--- config.mk ---
export PLATFORM = sky130hd
export DESIGN_NAME = force_readout_ctrl_flat
export DESIGN_NICKNAME = d
export VERILOG_FILES = /design/src/rtl/MD_pkg.sv /design/src/rtl/force_readout_ctrl_if.sv /design/src/rtl/force_readout_ctrl.sv /design/src/flat_wrapper.sv
export SDC_FILE = /design/constraint.sdc
export NUM_CORES = 1
export LEC_CHECK = 0
export ABC_AREA = 1
export BUFFER_PORTS_ARGS = -buffer_cell sky130_fd_sc_hd__buf_2
export CORE_ASPECT_RATIO = 0.8
export CORE_UTILIZATION = 45
export DETAILED_ROUTE_END_ITERATION = 7
export PLACE_DENSITY = 0.71
export SYNTH_ARGS = -nofsm -noshare
export SYNTH_HDL_FRONTEND = slang
export SYNTH_SLANG_ARGS = --single-unit
--- constraint.sdc ---
create_clock -name clk -period 3.5 [get_ports clk]
set_input_delay 0.525 -clock clk [delete_from_list [all_inputs] [get_ports clk]]
set_output_delay 0.525 -clock clk [all_outputs]
set_load 0.01 [all_outputs]
--- src/rtl/MD_pkg.sv ---
// Shared widths for the MD force pipeline.
package MD_pkg;
  parameter int FLOAT_STRUCT_WIDTH = 96;
  parameter int PARTICLE_ID_WIDTH  = 4;
endpackage

--- src/rtl/force_readout_ctrl_if.sv ---
// Cache read port plus the force stream towards motion update; master is the readout controller.
interface force_readout_ctrl_if;
  import MD_pkg::*;

  logic [PARTICLE_ID_WIDTH-1:0]  o_MU_rd_addr;
  logic                          o_MU_rd_en;
  logic [FLOAT_STRUCT_WIDTH-1:0] i_frc;
  logic                          i_frc_valid;
  logic [FLOAT_STRUCT_WIDTH-1:0] o_mu_frc;
  logic [PARTICLE_ID_WIDTH-1:0]  o_mu_parid;
  logic                          o_mu_valid;
  logic                          i_mu_ready;

  modport master (
    output o_MU_rd_addr, o_MU_rd_en, o_mu_frc, o_mu_parid, o_mu_valid,
    input  i_frc, i_frc_valid, i_mu_ready
  );

  modport slave (
    input  o_MU_rd_addr, o_MU_rd_en, o_mu_frc, o_mu_parid, o_mu_valid,
    output i_frc, i_frc_valid, i_mu_ready
  );
endinterface

--- src/rtl/force_readout_ctrl.sv ---
// Waits for the force buffer to drain, then read-clears every cache entry in address order into a 2-slot FIFO
// feeding motion update; 2-cycle read-to-valid latency, reads throttled by a 2-credit loop when i_mu_ready is low.
module force_readout_ctrl
  import MD_pkg::*;
#(
  parameter int NUM_PARTICLES = 64,
  parameter int DRAIN_CYCLES  = 8
) (
  input  logic                 clk,
  input  logic                 rst,
  input  logic                 i_start,
  input  logic                 i_buf_empty,
  force_readout_ctrl_if.master bus,
  output logic                 o_frc_block,
  output logic                 o_busy,
  output logic                 o_done
);

  localparam int AW = PARTICLE_ID_WIDTH;
  localparam int FW = FLOAT_STRUCT_WIDTH;
  localparam int DW = FW + AW;
  localparam int CW = $clog2(DRAIN_CYCLES + 1);
  localparam logic [AW-1:0] LAST_ADDR = AW'(NUM_PARTICLES - 1);
  localparam logic [CW-1:0] DRAIN_LAST = CW'(DRAIN_CYCLES - 1);

  typedef enum logic [2:0] {IDLE, DRAIN, READ, FLUSH, DONE} state_t;

  state_t          state_q;
  logic [CW-1:0]   drain_q;
  logic [AW-1:0]   addr_q;
  logic [AW-1:0]   addr_dly_q;
  logic [DW-1:0]   fifo_q [2];
  logic            wr_ptr_q;
  logic            rd_ptr_q;
  logic [1:0]      cnt_q;
  logic [1:0]      infl_q;
  logic            busy_q;
  logic            blk_q;
  logic            done_q;

  logic            push;
  logic            pop;
  logic            issue;
  logic [2:0]      credit_used;
  logic [DW-1:0]   head;

  assign pop  = (cnt_q != 2'd0) && bus.i_mu_ready;
  assign push = bus.i_frc_valid && ((state_q == READ) || (state_q == FLUSH));

  // A head leaving this cycle frees its slot before the new read's data lands, which is what allows one read per cycle.
  assign credit_used = {1'b0, cnt_q} + {1'b0, infl_q} - {2'b00, pop};
  assign issue       = (state_q == READ) && (credit_used < 3'd2);

  assign head             = fifo_q[rd_ptr_q];
  assign bus.o_MU_rd_en   = issue;
  assign bus.o_MU_rd_addr = addr_q;
  assign bus.o_mu_valid   = (cnt_q != 2'd0);
  assign bus.o_mu_frc     = bus.o_mu_valid ? head[DW-1:AW] : '0;
  assign bus.o_mu_parid   = bus.o_mu_valid ? head[AW-1:0]  : '0;
  assign o_frc_block      = blk_q;
  assign o_busy           = busy_q;
  assign o_done           = done_q;

  always_ff @(posedge clk or negedge rst) begin
    if (!rst) begin
      state_q    <= IDLE;
      drain_q    <= '0;
      addr_q     <= '0;
      addr_dly_q <= '0;
      fifo_q[0]  <= '0;
      fifo_q[1]  <= '0;
      wr_ptr_q   <= 1'b0;
      rd_ptr_q   <= 1'b0;
      cnt_q      <= 2'd0;
      infl_q     <= 2'd0;
      busy_q     <= 1'b0;
      blk_q      <= 1'b0;
      done_q     <= 1'b0;
    end else begin
      addr_dly_q <= addr_q;
      infl_q     <= infl_q + {1'b0, issue} - {1'b0, push};
      cnt_q      <= cnt_q + {1'b0, push} - {1'b0, pop};
      done_q     <= 1'b0;
      if (push) begin
        fifo_q[wr_ptr_q] <= {bus.i_frc, addr_dly_q};
        wr_ptr_q         <= ~wr_ptr_q;
      end
      if (pop) begin
        rd_ptr_q <= ~rd_ptr_q;
      end

      case (state_q)
        IDLE: begin
          if (i_start) begin
            state_q <= DRAIN;
            drain_q <= '0;
            busy_q  <= 1'b1;
            blk_q   <= 1'b1;
          end
        end
        DRAIN: begin
          if (!i_buf_empty) begin
            drain_q <= '0;
          end else if (drain_q == DRAIN_LAST) begin
            state_q <= READ;
            drain_q <= '0;
            addr_q  <= '0;
          end else begin
            drain_q <= drain_q + CW'(1);
          end
        end
        READ: begin
          // The address parks on the last entry so a full-range id space never wraps.
          if (issue) begin
            if (addr_q == LAST_ADDR) begin
              state_q <= FLUSH;
            end else begin
              addr_q <= addr_q + AW'(1);
            end
          end
        end
        FLUSH: begin
          if ((cnt_q == 2'd0) && (infl_q == 2'd0)) begin
            state_q <= DONE;
            done_q  <= 1'b1;
          end
        end
        DONE: begin
          state_q <= IDLE;
          addr_q  <= '0;
          busy_q  <= 1'b0;
          blk_q   <= 1'b0;
        end
        default: begin
          state_q <= IDLE;
        end
      endcase
    end
  end

endmodule

--- src/flat_wrapper.sv ---
// flat-port wrapper written by rule: the top's interface ports become plain ports
module force_readout_ctrl_flat import MD_pkg::*;
#(
  parameter int NUM_PARTICLES = 64,
  parameter int DRAIN_CYCLES  = 8
)
  (clk, rst, i_start, i_buf_empty, o_frc_block, o_busy, o_done, bus_o_MU_rd_addr, bus_o_MU_rd_en, bus_o_mu_frc, bus_o_mu_parid, bus_o_mu_valid, bus_i_frc, bus_i_frc_valid, bus_i_mu_ready);
  force_readout_ctrl_if bus_i ();
  input  logic clk;
  input  logic rst;
  input  logic i_start;
  input  logic i_buf_empty;
  output logic o_frc_block;
  output logic o_busy;
  output logic o_done;
  output wire logic [$bits(bus_i.o_MU_rd_addr)-1:0] bus_o_MU_rd_addr;
  output wire logic [$bits(bus_i.o_MU_rd_en)-1:0] bus_o_MU_rd_en;
  output wire logic [$bits(bus_i.o_mu_frc)-1:0] bus_o_mu_frc;
  output wire logic [$bits(bus_i.o_mu_parid)-1:0] bus_o_mu_parid;
  output wire logic [$bits(bus_i.o_mu_valid)-1:0] bus_o_mu_valid;
  input wire logic [$bits(bus_i.i_frc)-1:0] bus_i_frc;
  input wire logic [$bits(bus_i.i_frc_valid)-1:0] bus_i_frc_valid;
  input wire logic [$bits(bus_i.i_mu_ready)-1:0] bus_i_mu_ready;
  assign bus_o_MU_rd_addr = bus_i.o_MU_rd_addr;
  assign bus_o_MU_rd_en = bus_i.o_MU_rd_en;
  assign bus_o_mu_frc = bus_i.o_mu_frc;
  assign bus_o_mu_parid = bus_i.o_mu_parid;
  assign bus_o_mu_valid = bus_i.o_mu_valid;
  assign bus_i.i_frc = bus_i_frc;
  assign bus_i.i_frc_valid = bus_i_frc_valid;
  assign bus_i.i_mu_ready = bus_i_mu_ready;
  force_readout_ctrl #(.NUM_PARTICLES(NUM_PARTICLES), .DRAIN_CYCLES(DRAIN_CYCLES)) u_core (.clk(clk), .rst(rst), .i_start(i_start), .i_buf_empty(i_buf_empty), .bus(bus_i), .o_frc_block(o_frc_block), .o_busy(o_busy), .o_done(o_done));
endmodule
Yosys cells after proc, flatten, opt, wreduce, memory -nomap -nowiden

Cells that the tools add are included.
W data, S select, Z words.

Bits in registers: 223
Logic and storage cells: 86

Magnitude comparators: 4
Equality and inequality tests: 13
Mux-type cells: 28
Bitwise gates (word level): 4
Reductions and logical operators: 17
$add $sub $neg: 8

Operators with widths:

| kind                  | count |
|---|---|
| $mux W100             | 4 |
| $bwmux W200           | 1 |
| $demux W100 S1        | 1 |
| $mux W96              | 1 |
| $mux W4               | 8 |
| $mux W3               | 6 |
| $pmux W3 S4           | 1 |
| $pmux W4 S3           | 1 |
| $ne A2 B2 Y1 const B  | 5 |
| $add A4 B1 Y4 const B | 2 |
| $pmux W4 S2           | 1 |
| $eq A3 B2 Y1 const B  | 2 |
| $reduce_and A6 Y1     | 1 |
| $reduce_bool A2 Y1    | 3 |
| $logic_and A1 B1 Y1   | 5 |
| $reduce_and A5 Y1     | 1 |
| $add A2 B1 Y2         | 2 |
| $eq A4 B3 Y1 const B  | 1 |
| $eq A4 B4 Y1 const B  | 1 |
| $ge A2 B2 Y1 const B  | 2 |
| $logic_not A2 Y1      | 2 |
| $ne A2 B1 Y1 const B  | 2 |
| $not A1 Y2            | 2 |
| $reduce_and A2 Y1     | 2 |
| other kinds (13)      | 17 |

Depth between registers and ports, before layout

Depth after elaboration: 7
Mapped depth: 18
Mapped depth without buffers: 18

Worst setup path after synthesis

OpenSTA, ideal clock, no wires.

Kind: register -> register
Start: register u_core.cnt_q[0]
End: register u_core.infl_q[1]
Period minus slack after synthesis: 2.822 ns
Slack: 0.678 ns
Arrival time: 2.694 ns
Cell stages (with the launch flop): 17
Path through: dfrtp_1 -> nor2_1 -> inv_1 -> nand2_1 -> inv_1 -> ha_1 -> inv_1 -> nand2_1 -> fa_1 -> nand3_1 -> nor2_1 -> inv_1 -> ha_1 -> inv_1 -> ha_1 -> xnor2_1 -> xor2_1

Cells in the longest elaborated chain, start to end: 7
Elaborated cells on any way between the ends: 8

Ends and longest elaborated chain:

| item                     | RTL line                 | source |
|---|---|---|
| start, declared          | force_readout_ctrl.sv:35 | `logic [1:0] cnt_q;` |
| start signal, assigned   | force_readout_ctrl.sv:82 | `cnt_q <= cnt_q + {1'b0, push} - {1'b0, pop};` |
| $reduce_bool A2 Y1       | n/a                      |  |
| named net bus_o_mu_valid | flat_wrapper.sv:20       | `output wire logic [$bits(bus_i.o_mu_valid)-1:0] bus_o_mu_valid;` |
| $logic_and A1 B1 Y1      | force_readout_ctrl.sv:47 | `assign pop = (cnt_q != 2'd0) && bus.i_mu_ready;` |
| named net u_core.pop     | force_readout_ctrl.sv:42 | `logic pop;` |
| $sub A3 B1 Y3            | force_readout_ctrl.sv:51 | `assign credit_used = {1'b0, cnt_q} + {1'b0, infl_q} - {2'b00, pop};` |
| $lt A3 B2 Y1             | force_readout_ctrl.sv:52 | `assign issue = (state_q == READ) && (credit_used < 3'd2);` |
| $logic_and A1 B1 Y1      | force_readout_ctrl.sv:52 |  |
| named net bus_o_MU_rd_en | flat_wrapper.sv:17       | `output wire logic [$bits(bus_i.o_MU_rd_en)-1:0] bus_o_MU_rd_en;` |
| $add A2 B1 Y2            | force_readout_ctrl.sv:81 | `infl_q <= infl_q + {1'b0, issue} - {1'b0, push};` |
| $sub A2 B1 Y2            | force_readout_ctrl.sv:81 |  |
| end signal, assigned     | force_readout_ctrl.sv:81 |  |
| end, declared            | force_readout_ctrl.sv:36 | `logic [1:0] infl_q;` |

The timed path passes the listed nets, and every way through them passes these cells.
A chain may end at the register's enable or synchronous reset.

Worst setup path in the final report

Start: register u_core.cnt_q[0]
End: output port bus_o_mu_frc[14]

Cells in the longest elaborated chain, start to end: 2

Ends and longest elaborated chain:

| item               | RTL line                 | source |
|---|---|---|
| $reduce_bool A2 Y1 | force_readout_ctrl.sv:57 | `assign bus.o_mu_valid = (cnt_q != 2'd0);` |
| $mux W96           | force_readout_ctrl.sv:58 | `assign bus.o_mu_frc = bus.o_mu_valid ? head[DW-1:AW] : '0;` |
| end, declared      | flat_wrapper.sv:18       | `output wire logic [$bits(bus_i.o_mu_frc)-1:0] bus_o_mu_frc;` |

No other way between the ends.

==> out/metrics.cfg <==
[run_status]
status=finished, final reports clean

[synth]
syn-num-nets=1333
synth_most_common_cell=sky130_fd_sc_hd__nand2_1
postSynthAreaPerCell_um2=8.57
synthesis_stage_register_bit_count=223
post-synth-top-area-fraction=0.533
yosys-top-cells-area=sky130_fd_sc_hd__dfrtp_1 (53%), sky130_fd_sc_hd__nand2_1 (16%), sky130_fd_sc_hd__o21ai_2 (7.6%)
synthesis.instances=1223
number_of_distinct_standard_cells_referenced_by_the_synthesized_netlist=30
yosysWarnings=0
synth-main-ff-cell=sky130_fd_sc_hd__dfrtp_1
synth-edff-count=0
synth_seq_area_share=0.533
async_set_or_reset_flop_fraction_in_the_synthesized_netlist=1.00
synth.cell_area_mm2=0.0105
synth_area_leader_cell=sky130_fd_sc_hd__dfrtp_1
synth.cells.most_frequent=sky130_fd_sc_hd__nand2_1 (441), sky130_fd_sc_hd__dfrtp_1 (223), sky130_fd_sc_hd__inv_1 (122), sky130_fd_sc_hd__a21oi_1 (103), sky130_fd_sc_hd__o21ai_0 (102)

[floorplanning]
fp.dieH_um=138
initial_core_util=0.462
floorplan.die.width_um=173
core_mm2=0.0227
die_area_mm2=0.0239
floorplan.rows=49
io_pins=211

[global_routing]
grt_pass1_vias=7784
global_route_wire_length_before_repair_um=39600
largest_net_degree_at_the_start_of_global_routing=108
grt.overflow.total=0
grt_antenna_before_repair=1
gr_util_all_layers=0.200

[power_and_ir_drop]
power.ir.vdd_worst_mv=0.372
power_leakage_nw=6.50
pwr_density_cell_mw_per_mm2=937

[final_layout]
fraction_of_final_layout_cells_with_drive_strength_greater_than_1=0.261
area_overhead_of_the_layout_relative_to_synthesis_pct=18.2
fin_area_mm2=0.0124
layout.nets=1510

[setup_path]
critical_path.max_fanout=54
max_stage_delay_ns=0.62
cp.arrival_ns=2.51
critical_path.top_delay_family=buffers and inverters
timing.reg2reg.worst_path_depth=16
worstPathCellList=nor2_4, buf_4, buf_4, a21oi_1, buf_2
worst_ep_required_time_ns=2.97
reg2reg_setup_slack_ns=0.75
cp-startpoint=u_core.cnt_q[0]
crit_path_max_delay_cell_type=sky130_fd_sc_hd__buf_4
timing.critical_path.buf_inv=3
cell_occurring_most_often_along_the_worst_timing_path=sky130_fd_sc_hd__buf_4
r2r_start=u_core.cnt_q[0]
worstSetupStartpointType=register
regToRegEndpoint=u_core.infl_q[1]
path_class=register to output pin
critPathCaptureType=output pin

[timing]
period_share=0.867
total_negative_setup_slack_ns=0
timing_max_transition_violations_final=0
fmax_mhz=329
finalWorstPathRequiredPeriod_ns=3.04
grt_setup_unrepaired=false
final-setup-viol-count=0
skew_final_ns=0.00975
final-hold-violation-count=0
timing.max_slew.rel_slack=0.411
max_slew.worst_pin.slew_ns=0.884

[clock_network]
cts_tree=built
cts_repair_resize_count=0
cts.sinks=223
tritoncts.num_buffers=24
clkSlewWorstSetupHoldPaths_ns=0.06
total_of_hold_buffers_inserted_after_clock_tree_synthesis=0
cts_setup_buffers=0
cts-root-to-sink-buffers=3
clockRootBuffer=sky130_fd_sc_hd__clkbuf_16
cts_htree_levels=1
clk-insertion-delay-late_ns=0.51

[drt]
dr.pass1.iters=5
viasPerCell=4.87
finalWirelength_um=23700
vias=8404
ant_nets=0
drt-wirelength-per-cell_um=13.7
detail_route.iter0.violations=601
drc=0

[placed_design]
gp_routability_congestion=0.790
place_hpwl_um=14800
dpl_cell_area_mm2=0.0116
number_of_port_buffers=210

[run]
total_of_max_cap_violations=0

[hold_path]
hold_class=input port to async pin

[worst max-delay path by stage]
stage                     cells past startpoint          endpoint  slack, ns
after floorplan                              16  u_core.infl_q[1]       0.68
after global placement                       15  u_core.infl_q[1]       0.69
after detailed placement                     15  u_core.infl_q[1]       0.68
after CTS                                     5  bus_o_mu_frc[14]       0.42
after global routing                          5  bus_o_mu_frc[14]       0.30
final                                         5  bus_o_mu_frc[14]       0.46
[power breakdown]
group	internal [mW]	total, mW	switching, mW
Clock	1.46	2.48	1.01
Combinational	1.83	4.80	2.97
Sequential	3.68	4.34	0.653
[area by class of cell]
| type | instances | area, um^2 |
|---|---|---|
| fill | 2119 | 10300 |
| sequential | 223 | 5580 |
| multi-input combinational | 798 | 3900 |
| timing repair buffer | 230 | 1270 |
| clock buffer | 33 | 696 |
| inverter | 123 | 463 |
| tap | 306 | 383 |
| clock inverter | 11 | 85.1 |
| antenna | 2 | 5.00 |
[routing by layer]
layer	vias to the layer above	wire, um	track usage
li1	4213	-	-
met1	3904	11200	0.292
met2	255	10600	0.306
met3	32	1460	0.0385
met4	0	426	0.0461
met5	-	0	0
[metrics by stage]
stage / cells / hold WS (ns) / power (mW) / util / setup slack, ns
after detailed placement: 1680 / 0.456 / 9.20 / 0.512 / 0.681
final: 1726 / 0.0137 / 11.6 / 0.546 / 0.464
after global placement: 1680 / 0.455 / 9.08 / 0.512 / 0.690
after global routing: 1724 / 0.101 / 12.5 / 0.546 / 0.304
after CTS: 1724 / 0.0953 / 11.7 / 0.546 / 0.417
after floorplan: 1223 / 0.229 / 7.64 / - / 0.678
[state kept, by name, indices dropped and copies added (netlist names)]
register	flops
u_core.o_busy	1
u_core.wr_ptr_q	1
u_core.drain_q	4
u_core.rd_ptr_q	1
u_core.fifo_q	200
u_core.state_q	3
u_core.cnt_q	2
u_core.o_done	1
u_core.infl_q	2
u_core.bus.o_MU_rd_addr	4
u_core.addr_dly_q	4
[cells in the final DEF (no fill, tap or decap), types with 2 or more instances in the layout]
master	n
sky130_fd_sc_hd__inv_1	121
sky130_fd_sc_hd__dfrtp_1	222
sky130_fd_sc_hd__buf_4	15
sky130_fd_sc_hd__clkbuf_1	4
sky130_fd_sc_hd__buf_12	5
sky130_fd_sc_hd__nor3_1	4
sky130_fd_sc_hd__ha_1	7
sky130_fd_sc_hd__xor2_1	4
sky130_fd_sc_hd__o21ai_1	9
sky130_fd_sc_hd__clkinvlp_4	2
sky130_fd_sc_hd__diode_2	2
sky130_fd_sc_hd__buf_2	209
sky130_fd_sc_hd__o21ai_2	91
sky130_fd_sc_hd__nand2_1	440
sky130_fd_sc_hd__nand3_1	11
sky130_fd_sc_hd__a21oi_1	103
sky130_fd_sc_hd__clkbuf_8	4
sky130_fd_sc_hd__xnor2_1	4
sky130_fd_sc_hd__nor2_1	13
sky130_fd_sc_hd__clkinv_2	9
sky130_fd_sc_hd__o21ai_0	102
sky130_fd_sc_hd__clkbuf_16	25
sky130_fd_sc_hd__nor2_4	2
[cells by family (layout without fill, tap and decap cells)]
logic type,after synthesis,count (layout),share of synthesized area
adder cells (fa/ha/maj),8,8,0.0103
other,0,2,0
AND/OR/NAND/NOR,476,476,0.175
XOR/XNOR,8,8,0.00669
buffers and inverters,202,397,0.0966
flip-flops,223,223,0.533
AO/OA/AOI/OAI,306,306,0.179
No activity file was read; power rests on OpenSTA's default activity.
